### config.mk
export PLATFORM = sky130hd
export DESIGN_NAME = input_port_fifo
export DESIGN_NICKNAME = d
export VERILOG_FILES = /design/src/rtl/input_port_fifo.sv
export SDC_FILE = /design/constraint.sdc
export NUM_CORES = 1
export LEC_CHECK = 0
export BUFFER_PORTS_ARGS = -buffer_cell sky130_fd_sc_hd__buf_2
export CELL_PAD_IN_SITES_DETAIL_PLACEMENT = 1
export CELL_PAD_IN_SITES_GLOBAL_PLACEMENT = 1
export CORE_MARGIN = 5
export CORE_UTILIZATION = 40
export CTS_BUF_LIST = sky130_fd_sc_hd__clkbuf_8
export DETAILED_ROUTE_END_ITERATION = 7
export PLACE_DENSITY_LB_ADDON = 0.1
export SYNTH_ARGS = -nofsm -noshare
export SYNTH_HDL_FRONTEND = slang
export SYNTH_SLANG_ARGS = --single-unit
### constraint.sdc
create_clock -name clk -period 8.7 [get_ports clk]
set_clock_uncertainty 0.1 [all_clocks]
set_input_delay 0.87 -clock clk [delete_from_list [all_inputs] [get_ports clk]]
set_output_delay 0.87 -clock clk [all_outputs]
set_load 0.01 [all_outputs]
### src/rtl/input_port_fifo.sv
// Router input port: BUFFER_DEPTH-entry flit FIFO with XY routing at ingress and one-hot request/grant egress.
// Optional INPUT_PORT_STATS_EN adds flit_cnt/drop_cnt statistics ports.
module input_port_fifo #(
  parameter int unsigned DATA_WIDTH      = 64,
  parameter int unsigned BUFFER_DEPTH    = 4,
  parameter logic [15:0] CURRENT_ADDRESS = 16'h0000,
  parameter logic [4:0]  DIRECTION       = 5'b00001,
  parameter int unsigned DEST_LSB        = 0
) (
  input  logic                  clk,
  input  logic                  rst,
  input  logic                  si,
  output logic                  ro,
  input  logic [DATA_WIDTH-1:0] datai,
  output logic [4:0]            reqo,
  output logic [DATA_WIDTH-1:0] datao,
  input  logic [4:0]            gnt,
  output logic                  err
`ifdef INPUT_PORT_STATS_EN
  ,
  output logic [15:0]           flit_cnt,
  output logic [7:0]            drop_cnt
`endif
);

  localparam int unsigned PW = $clog2(BUFFER_DEPTH);
  localparam int unsigned CW = PW + 1;

  typedef enum logic [4:0] {
    DIR_L  = 5'b10000,
    DIR_R  = 5'b01000,
    DIR_U  = 5'b00100,
    DIR_D  = 5'b00010,
    DIR_PE = 5'b00001
  } dir_e;

  logic [PW-1:0]         wptr, rptr;
  logic [CW-1:0]         count;
  logic [DATA_WIDTH-1:0] flit_mem  [BUFFER_DEPTH];
  logic [4:0]            route_mem [BUFFER_DEPTH];

  logic [7:0] dx, dy;
  dir_e       route;
  logic       uturn, push, pop, drop, not_empty;

  always_comb begin
    dx = datai[DEST_LSB+15 -: 8];
    dy = datai[DEST_LSB+7 -: 8];
    route = DIR_PE;
    if (dx > CURRENT_ADDRESS[15:8])      route = DIR_R;
    else if (dx < CURRENT_ADDRESS[15:8]) route = DIR_L;
    else if (dy > CURRENT_ADDRESS[7:0])  route = DIR_U;
    else if (dy < CURRENT_ADDRESS[7:0])  route = DIR_D;
  end

  // A flit heading back out of the side it arrived on is dropped; PE traffic never U-turns.
  assign uturn     = (route == DIRECTION) && (DIRECTION != DIR_PE);
  assign not_empty = (count != '0);
  assign ro        = (count != CW'(BUFFER_DEPTH));
  assign reqo      = not_empty ? route_mem[rptr] : '0;
  assign datao     = not_empty ? flit_mem[rptr] : '0;
  assign push      = si && ro && !uturn;
  assign drop      = si && ro && uturn;
  assign pop       = |(gnt & reqo);

  always_ff @(posedge clk) begin
    if (push) begin
      flit_mem[wptr]  <= datai;
      route_mem[wptr] <= route;
    end
  end

  always_ff @(posedge clk or negedge rst) begin
    if (!rst) begin
      wptr  <= '0;
      rptr  <= '0;
      count <= '0;
      err   <= 1'b0;
    end else begin
      err <= drop;
      if (push) wptr <= wptr + PW'(1);
      if (pop)  rptr <= rptr + PW'(1);
      case ({push, pop})
        2'b10:   count <= count + CW'(1);
        2'b01:   count <= count - CW'(1);
        default: count <= count;
      endcase
    end
  end

`ifdef INPUT_PORT_STATS_EN
  always_ff @(posedge clk or negedge rst) begin
    if (!rst) begin
      flit_cnt <= '0;
      drop_cnt <= '0;
    end else begin
      if (push) flit_cnt <= flit_cnt + 16'd1;
      if (drop) drop_cnt <= drop_cnt + 8'd1;
    end
  end
`endif

endmodule

# After elaboration in Yosys (flattened, before gate mapping)
# Memory sizes are Yosys's and may differ from the RTL's.
# Index checks and enable logic that the tools add are counted.
# totals
romBits,0
latchBits,0
output_inout_bits,71
ram_bits,276
inputBits,72
ff_bits,7
wordCells,30
memories,2
# mem_list
memory,words,word_bits,rd,rd_clocked_by_memory_dff,write_ports,line,source
flit_mem,4,64,1,0,1,39,logic [DATA_WIDTH-1:0] flit_mem [BUFFER_DEPTH];
route_mem,4,5,1,0,1,40,logic [4:0] route_mem [BUFFER_DEPTH];
# op_classes
magnitude_cmp,4
eq_ne,3
n_mux,9
reduce_logical,4
bitwise_logic,1
add_sub_neg,4
mul,0
shifts,0
n_div,0
# op_table
cell,count
64-bit 2-to-1 mux,1
8-bit by 1-bit > comparator with 1-bit output (second input constant),2
8-bit by 1-bit less-than comparator with 1-bit output (second input constant),2
5-bit 2-to-1 mux,3
3-bit one-hot mux with 2 select lines,1
5-bit AND,1
5-bit OR reduction,1
2-bit by 1-bit adder with 2-bit output (second input constant),2
3-bit by 1-bit adder with 3-bit output (second input constant),1
3-bit 2-to-1 mux,1
3-bit != test (second input constant),1
3-bit nonzero test,1
3-bit by 1-bit subtractor with 3-bit output (second input constant),1
2-bit by 1-bit == test with 1-bit output (second input constant),1
2-bit == test (second input constant),1
1-bit 2-to-1 mux,2
2-bit 2-to-1 mux,1
2-bit nonzero test,1
1-bit logical AND,1

# Depth between registers and ports, before layout
# depth
word_depth,6
mapped_depth,10
ltp_nobuf,10

# Worst setup path after synthesis
# OpenSTA, ideal clock, no wires.
# synth_path
path_type,input -> register
from,in si
to,mem flit_mem[0][0] (enable)
t_arrival_ns,2.482
required_time_ns,8.167
setup_ns,0.433
cell_stages,1
path_buffers,0
path_slack_ns,5.685
path_cell_list,and3_1
# synth_between
elab_chain_len,3
# synth_rtl
element,line,source
start: declaration,12,"input logic si,"
1-bit logical AND,--,
1-bit 2-to-1 mux,67,if (push) begin
1-bit 2-to-1 mux (implied by the code),68,flit_mem[wptr] <= datai;
end: declaration,39,
# Every way passes these cells.

# Final worst setup path
# layout_path
from,reg rptr[0]
to,out reqo[3]
# layout_between
elab_chain_len,2
# layout_rtl
element,line,source
start: declaration,37,"logic [PW-1:0] wptr, rptr;"
start signal: assignment,82,if (pop) rptr <= rptr + PW'(1);
memory 4 x 5 bit,--,
5-bit 2-to-1 mux,60,assign reqo = not_empty ? route_mem[rptr] : '0;
end: declaration,15,"output logic [4:0] reqo,"
# Every way passes these cells.

==> metrics <==
Layout area overhead=17.9%; Clock Latency Late Sink=0.54 ns; setup violators final=0; 1st-pass router iterations=4; initial antenna violation count=6; DRT iter0 DRCs=230; VDD IR-drop max=roughly 0.00016 V; register area share after synthesis=about 78%; Via density=roughly 5.1; Reg power frac=~45%; Final period util=a little under half; max-slew violation count=0; H-tree levels=2; first-pass GRT wire length=around 33 mm; Max Used Layer=met5; post-cts resize count=0; combinational power share=31.2%; TritonCTS Buffers=46; final hold viol count=0; largest net degree at the start of global routing=70; Crit Reg-Reg Endpoint=count[2]$_DFFE_PN0P_; post-synthesis mux area share=about 15%; gr ovfl total=0; post-synthesis xor/xnor area fraction=less than 1%; PortBufs=about 140; cells after synthesis=478; final net count=roughly 720; Routed Antenna Nets=0; Site Rows=~60; Fin Setup TNS=0 ns; CTS Root Cell=clkbuf_8; Tot Pwr=4.31 mW; Slew @ Worst Pin=between 1 and 1.5 ns; Worst EP required=between 7 and 8 ns; Inserted Diodes=0; Die Y=between 150 and 200 um; Clock Sinks=275; Max Clock Freq=243 MHz; R2R Path Start=rptr[0]$_DFFE_PN0N_; core outline area=around 0.026 mm^2; # placed instances=933; vias in the first global route=~5,800; critical path class=reg2out; TritonCTS clock tree=done; die area=0.0299 mm^2; Netlist cell types=29; Synth area leaders=edfxtp_1, mux4_2, nor2b_1; final hold slack=roughly 0.053 ns; Compound-Gate Fraction of Synth Area=0.354%; leak pwr=4.37 nW; most frequent cell after synthesis=edfxtp_1; filler cell count=2,452; DRT Wirelength=between 20 and 25 mm; # Max-Cap Violations=0; hpwl dp=12.0 mm; share of cells above drive strength 1=40.6%; min Tclk post-route=approximately 4.1 ns; Post-synth top flop=edfxtp_1; die outline width=about 170 um; asr flop ratio synth=under 10%; routed wl met3=1.52 mm; synth warn=0; Vias=5,161; Psw=about 1.3 mW; run status=completed; Routability Congestion=0.705; # DRC=0; CTS clk-pin slew, worst paths=about 0.06 ns; most common library cells after synthesis=edfxtp_1, mux4_2, nor2b_1; critical path capture point type=output port; met2 wire length=~11 mm; R2R cell count=10; Synth top area share=between 70% and 80%; Worst R2R Setup Slack=between 4 and 5 ns; Max Root-Sink Buffers=3; switching share of power=31.0%; Pint=2.97 mW; largest family of logic cells by synthesized area=multiplexers; Post-Synth Simple-Gate Area=~4.8%; unrepaired setup endpoints after global routing=false; #FFs+latches synth=~280; Startpoint Class=register; PnR worst setup slack=about 4.6 ns; Total Routing Usage GR=between 10% and 20%; postcts setup bufs=0; # IOs=143; wire per inst=approximately 21 um; Place WS=about 4.7 ns; pwr dens=~340 mW/mm^2; slew margin rel.=a little over a quarter; Synth Area per Inst=between 20 and 25 um^2; worst min-delay path category=in2async; number of synthesized flops with an enable pin=268; Worst Path Max Fanout=40; M1 WL=between 8 and 9 mm; adder-cell share of the synthesized area=0.779%; CP arrival=about 3.2 ns; Starting Density=~41%; Non-Filler Instances=approximately 1,000; Clk pwr share=around 24%; cts hold-fix bufs=0; Yosys top cell by area=edfxtp_1; mapped cell area=about 0.011 mm^2
[per-layer routing]
metal / global-route usage (%) / vias up
met5: 0 / -
li1: - / 2275
met2: 24.3 / 147
met4: 4.26 / 12
met1: 16.7 / 2675
met3: 4.91 / 52
[power by group through the flow]
stage / combinational, mW / clock [mW] / sequential [mW]
5_1_grt: 1.47 / 1.14 / 1.97
6_report: 1.34 / 1.04 / 1.93
3_3_place_gp: 1.37 / 0 / 1.95
3_5_place_dp: 1.39 / 0 / 1.97
4_1_cts: 1.39 / 1.08 / 1.94
2_1_floorplan: 0.983 / 0 / 1.83
[layout by cell type (no fill, tap or decap), types with 2 or more instances in the layout]
master | Yosys | routed
clkbuf_8 | 0 | 47
nor2_1 | 3 | 3
ha_1 | 5 | 5
mux2_2 | 2 | 2
a222oi_1 | 2 | 2
edfxtp_1 | 268 | 268
clkinv_1 | 0 | 7
and3_4 | 0 | 4
buf_2 | 10 | 137
dfrtp_1 | 7 | 5
nand2_1 | 2 | 2
nor4_1 | 4 | 4
dfrtp_4 | 0 | 2
inv_6 | 0 | 2
xor2_1 | 3 | 3
mux4_2 | 67 | 67
xnor2_1 | 2 | 2
bufinv_16 | 0 | 2
clkinv_2 | 0 | 3
conb_1 | 1 | 3
inv_1 | 6 | 23
buf_4 | 4 | 7
nor2b_1 | 67 | 67
[cells by family after synthesis]
kind of cell / after synthesis
compound gates: 5
buf+inv: 32
mux: 70
other cells: 1
flops: 275
simple gates: 84
xor+xnor: 5
fa+ha+maj: 6
[worst max-delay path by stage]
stage / startpoint / to / slack [ns]
after floorplan: si / flit_mem[0][0]$_DFFE_PP_ / 5.69
after global placement: rptr[0]$_DFFE_PN0N_ / count[2]$_DFFE_PN0P_ / 4.68
after detailed placement: rptr[0]$_DFFE_PN0N_ / count[2]$_DFFE_PN0P_ / 4.68
after CTS: rptr[0]$_DFFE_PN0N_ / reqo[3] / 4.39
after global routing: rptr[0]$_DFFE_PN0N_ / reqo[3] / 4.25
final: rptr[0]$_DFFE_PN0N_ / reqo[3] / 4.58
[metrics by stage]
| step | instance area [um^2] | utilization [%] |
|---|---|---|
| after CTS | 12500 | 48.0 |
| final | 12500 | 48.0 |
| after global placement | 11700 | 44.8 |
| after global routing | 12500 | 48.0 |
| after detailed placement | 11700 | 44.8 |
| after floorplan | 10600 | - |
[flip-flops by register name (all words and copies together), names as in the netlist]
register,count
flit_mem,256
rptr,2
wptr,2
count,3
route_mem,12
[layout make-up]
class | instances | area (um^2) | area share [%]
Clock buffer | 47 | 647 | 5.17
Inverter | 6 | 22.5 | 0.180
Timing Repair Buffer | 144 | 738 | 5.91
Clock inverter | 32 | 190 | 1.52
Multi-Input combinational cell | 173 | 2250 | 18.0
Sequential cell | 275 | 8230 | 65.8
Tap cell | 335 | 419 | 3.35
[worst max-delay path, stage by stage, from the launching register on]
cell and delay, ns:
dfrtp_4 0.84, buf_4 0.76, mux4_2 0.64, nor2b_1 0.15
buf_2 0.18
Note: power is estimated with default switching activity, not from simulation.
